`config.mk`:
```
export PLATFORM = sky130hd
export DESIGN_NAME = wdt_cmd_arbiter
export DESIGN_NICKNAME = d
export VERILOG_FILES = /design/src/rtl/wdt_cmd_arbiter.sv
export SDC_FILE = /design/constraint.sdc
export NUM_CORES = 1
export LEC_CHECK = 0
export ABC_AREA = 1
export BUFFER_PORTS_ARGS = -buffer_cell sky130_fd_sc_hd__buf_2
export CAP_MARGIN = 20
export CELL_PAD_IN_SITES_DETAIL_PLACEMENT = 0
export CELL_PAD_IN_SITES_GLOBAL_PLACEMENT = 2
export CORE_MARGIN = 3
export CORE_UTILIZATION = 24
export DETAILED_ROUTE_END_ITERATION = 8
export GPL_ROUTABILITY_DRIVEN = 0
export PLACE_DENSITY_LB_ADDON = 0.1
export SLEW_MARGIN = 20
export SYNTH_ARGS = -nofsm -noshare
export SYNTH_HDL_FRONTEND = slang
export SYNTH_SLANG_ARGS = --single-unit
```
`constraint.sdc`:
```
create_clock -name clk -period 3.6 [get_ports clk]
set_clock_uncertainty 0.1 [all_clocks]
set_input_delay 0.36 -clock clk [delete_from_list [all_inputs] [get_ports clk]]
set_output_delay 0.36 -clock clk [all_outputs]
set_load 0.02 [all_outputs]
```
`src/rtl/wdt_cmd_arbiter.sv`:
```
// wdt_cmd_arbiter: round-robin arbiter issuing WDEN/WDLIVE/WTOCNT commands to the WDT with an enable/ownership policy.
// Optional WDT_ARB_OWNER_LOCK_EN: only the requester that enabled the WDT may disable it.
module wdt_cmd_arbiter #(
  parameter int NREQ = 4,
  parameter int IDW  = $clog2(NREQ)
) (
  input  logic              clk,
  input  logic              rstn,
  input  logic [NREQ-1:0]   req_valid,
  output logic [NREQ-1:0]   req_ready,
  input  logic [2*NREQ-1:0] req_op,
  input  logic [32*NREQ-1:0] req_data,
  output logic [NREQ-1:0]   rsp_valid,
  output logic              rsp_err,
  input  logic [NREQ-1:0]   rsp_ready,
  output logic              WDEN_valid,
  input  logic              WDEN_ready,
  output logic              WDEN,
  output logic              WDLIVE_valid,
  input  logic              WDLIVE_ready,
  output logic              WDLIVE,
  output logic              WTOCNT_valid,
  input  logic              WTOCNT_ready,
  output logic [31:0]       WTOCNT,
  output logic              wdt_enabled,
  output logic [IDW-1:0]    owner_id
);
  typedef enum logic [1:0] {IDLE, ISSUE, RESP} state_t;
  state_t r_state, w_next;
  logic [IDW-1:0] r_g, r_last, w_g;
  logic [1:0] r_op, w_op;
  logic [31:0] r_data, w_data;
  logic [NREQ-1:0] w_sel;
  logic r_err, w_found, w_illegal, w_lock, w_hs, w_rsp_hs;
  // Pass 0 scans indices above last_grant, pass 1 wraps to the rest.
  always_comb begin
    w_found = 1'b0;
    w_g = '0;
    w_op = '0;
    w_data = '0;
    w_sel = '0;
    for (int p = 0; p < 2; p++)
      for (int j = 0; j < NREQ; j++)
        if (!w_found && req_valid[j] && ((p == 0) == (IDW'(j) > r_last))) begin
          w_found = 1'b1;
          w_g = IDW'(j);
          w_op = req_op[2*j +: 2];
          w_data = req_data[32*j +: 32];
          w_sel[j] = 1'b1;
        end
  end
`ifdef WDT_ARB_OWNER_LOCK_EN
  assign w_lock = w_op == 2'd0 && !w_data[0] && wdt_enabled && w_g != owner_id;
`else
  assign w_lock = 1'b0;
`endif
  assign w_illegal = w_op == 2'd3 || (w_op == 2'd2 && (wdt_enabled || w_data == '0)) ||
                     (w_op == 2'd1 && !wdt_enabled) || w_lock;
  assign WDEN_valid   = r_state == ISSUE && r_op == 2'd0;
  assign WDLIVE_valid = r_state == ISSUE && r_op == 2'd1;
  assign WTOCNT_valid = r_state == ISSUE && r_op == 2'd2;
  assign WDEN   = r_data[0];
  assign WDLIVE = r_data[0];
  assign WTOCNT = r_data;
  assign w_hs = (WDEN_valid && WDEN_ready) || (WDLIVE_valid && WDLIVE_ready) || (WTOCNT_valid && WTOCNT_ready);
  always_comb begin
    rsp_valid = '0;
    for (int j = 0; j < NREQ; j++) rsp_valid[j] = r_state == RESP && r_g == IDW'(j);
  end
  assign rsp_err  = r_state == RESP && r_err;
  assign w_rsp_hs = |(rsp_valid & rsp_ready);
  always_comb begin
    req_ready = r_state == IDLE ? w_sel : '0;
    w_next = r_state == IDLE  ? (w_found ? (w_illegal ? RESP : ISSUE) : IDLE) :
             r_state == ISSUE ? (w_hs ? RESP : ISSUE) :
             (w_rsp_hs ? IDLE : RESP);
  end
  always_ff @(posedge clk)
    if (!rstn) begin
      r_state <= IDLE;
      r_g <= '0;
      r_op <= '0;
      r_data <= '0;
      r_err <= 1'b0;
      r_last <= IDW'(NREQ - 1);
      wdt_enabled <= 1'b0;
      owner_id <= '0;
    end else begin
      r_state <= w_next;
      if (r_state == IDLE && w_found) begin
        r_g <= w_g;
        r_op <= w_op;
        r_data <= w_data;
        r_err <= w_illegal;
      end
      // Re-enabling an already enabled WDT keeps the original owner.
      if (WDEN_valid && WDEN_ready) begin
        wdt_enabled <= r_data[0];
        if (r_data[0] && !wdt_enabled) owner_id <= r_g;
      end
      if (r_state == RESP && w_rsp_hs) r_last <= r_g;
    end
endmodule

```
==> impl_metrics.csv <==
group,metric,value,unit
sta,finalMaxSlewViolations,0,
synthesis,synth-seq-area-share,0.2028,
synthesis,synth_area_leaders,"dfxtp_1, nand2_1, inv_1",
routing,avgRoutedWirePerCell,16.66,µm
setup_path,cp_data_required_time,3720,ps
global_routing,grt.total_usage,0.1958,
clock_network,clk_latency,290,ps
floorplan,io_pins,198,
clock_network,ctsResizeCount,0,
global_routing,grt_first_pass_wirelength,30680,µm
synthesis,synth_common_cells,"nand2_1, inv_1, nor2_1",
sta,grt_setup_unrepaired,"false",
cells_and_area,syn_to_final_growth,30.45,%
clock_network,cts_hold_buf,0,
global_routing,grt_start_max_net_pins,71,
placement,post-place-ws,549.0,ps
global_routing,grt_overflow,0,
hold_path,hold_path.class,"input port to flop",
sta,relSlewSlack,0.5188,
synthesis,ys.flop_type,"dfxtp_1",
synthesis,ys_types,34,
power,powerDensity,637.3,mW/mm²
flow_run,maxCapViolCount,0,
routing,drc,0,
cells_and_area,drive_above_1_share,0.2482,
setup_path,critical_path_class,"flop to flop",
synthesis,syn_nets,952,
routing,ant_nets,0,
setup_path,worst_r2r_startpoint,"r_last[1]",
synthesis,synth_edf_count,0,
cells_and_area,final_util,0.3242,
setup_path,reg2reg_depth,18,
synthesis,syn_inst,803,
synthesis,async_reset_ff_frac,0,
global_routing,grt_pass1_vias,5313,
placement,dp_hpwl,15290,µm
synthesis,synth_top_area_share,0.2028,
clock_network,numCtsBuffers,5,
floorplan,initial_core_util,0.2485,
sta,min_period_over_period,0.8091,
sta,tns,0,ps
routing,firstDrtPassIters,5,
setup_path,r2r_end,"r_state[1]",
sta,fin_crit,2913,ps
clock_network,cts_tree,"yes",
clock_network,cts_setup_buffers,0,
setup_path,cp.arrival,3030,ps
floorplan,row_count,48,
sta,worst_pin_slew,721.8,ps
synthesis,synth_top_area_cell,"dfxtp_1",
routing,routed-via-count,5403,
synthesis,syn_avg_cell_area,5.408,µm²
synthesis,syn_area,0.004343,mm²
sta,finalSetupViolCount,0,
run_status,status,"completed",
clock_network,cts-htree-levels,2,
power,p_leak,3.379,nW
routing,via_per_inst,4.499,
floorplan,core,0.01748,mm²
hold_path,hold_path_depth,4,
clock_network,clock_sink_count,44,
synthesis,yosysMostFrequentCell,"nand2_1",
sta,max_freq,343.3,MHz
synthesis,yosys_warnings,0,
power,max-vdd-ir-drop,0.0004503,V
setup_path,startpoint_type,"flop",
setup_path,ff2ff_setup_slack,690,ps
floorplan,die_area,0.01975,mm²
setup_path,path_max_fanout,15,
clock_network,clk_pin_slew,60,ps
routing,wirelength,20010,µm
setup_path,cp-end-kind,"flop",
synthesis,ys_ff_latch,44,
cells_and_area,fillers,2055,
cells_and_area,final_nets,1124,
clock_network,root_buffer,"clkbuf_16",
sta,fin_ws,687.3,ps
placement,port_buffers,197,
floorplan,die_h,140.5,µm
routing,drtIter0Drc,371,
setup_path,crit_start,"r_last[1]",
power,finalPower,3.611,mW
sta,hold_viol,0,
global_routing,antenna_found_initial,2,
floorplan,die_x,140.5,µm
clock_network,clk_path_buf_depth,2,
setup_path,worstSetupEndpoint,"r_state[1]",
## layer usage
metal,global-route usage,vias to the layer above,part of all wire
li1,-,2868,-
met4,0.02499,4,0.0057
met2,0.3037,155,0.43
met1,0.2905,2366,0.50
met3,0.03448,10,0.062
met5,0,-,0.0011
## logic make-up after synthesis
kind of cell           Yosys count  synth area share
and+or+nand+nor                488            0.4990
buffers and inverters          200            0.1913
AOI/OAI and AO/OA               71            0.1069
DFF                             44            0.2028
## worst max-delay path: stages, from the launching register on
cell	delay (ps)
dfxtp_1	360
nor2_1	190
nand2_4	190
nand4_2	320
buf_4	270
nor2_1	70
nor3_2	100
nand3_1	80
nor2_1	270
nand2_1	130
nor2_1	140
nand2_1	60
nor2_1	90
nand2_1	100
nand2_1	70
nand2_1	60
nand2_1	60
nand2_1	50
a21oi_2	130
## worst min path at each step
stage	end	from	slack, ps
detailed placement	WTOCNT[8]	WTOCNT[8]	370
global placement	WTOCNT[10]	WTOCNT[10]	380
global route	wdt_enabled	WDEN_ready	300
floorplan	r_last[0]	r_last[0]	380
CTS	wdt_enabled	WDEN_ready	260
finish	wdt_enabled	WDEN_ready	270
## flip-flops by register name, indices dropped and copies added, names as in the netlist
signal	count
WTOCNT	32
owner_id	2
r_g	2
r_last	2
r_op	2
r_state	2
r_err	1
wdt_enabled	1
## power breakdown
| part | switching (mW) | total [mW] | leakage (nW) | internal [mW] |
|---|---|---|---|---|
| Combinational | 1.56 | 2.26 | 2.94 | 0.701 |
| Clock | 0.186 | 0.478 | 0.0760 | 0.291 |
| Sequential | 0.145 | 0.869 | 0.365 | 0.724 |
## stage by stage
step / hold slack (ps) / cell area [µm²] / cells
6_report: 274.8 / 5665 / 1201
3_5_place_dp: 374.9 / 5510 / 1193
3_3_place_gp: 384.4 / 5508 / 1193
2_1_floorplan: 376.1 / 4343 / 803
5_1_grt: 302.1 / 5663 / 1200
4_1_cts: 263.8 / 5663 / 1200
## area by class of cell
| type | instances | area, µm² | share of cell area |
|---|---|---|---|
| multi-input combinational | 559 | 2636 | 0.4653 |
| timing repair buffer | 211 | 1129 | 0.1992 |
| sequential | 44 | 880.8 | 0.1555 |
| inverter | 154 | 583.1 | 0.1029 |
| tap | 225 | 281.5 | 0.04969 |
| clock buffer | 7 | 152.6 | 0.02694 |
| antenna | 1 | 2.502 | 0.0004417 |
## placed cells by master, fill, tap and decap left out, drive strengths merged, types with 2 or more instances in the layout
master | synthesis | routed
o21ai | 16 | 16
a21oi | 16 | 16
buf | 29 | 211
clkbuf | 17 | 7
nor2 | 149 | 149
o211ai | 34 | 34
nand3 | 91 | 91
nor3 | 10 | 10
inv | 153 | 153
nand4 | 39 | 39
a221oi | 2 | 2
dfxtp | 44 | 44
nand2 | 196 | 196
Power figures use the tool's default switching activity.
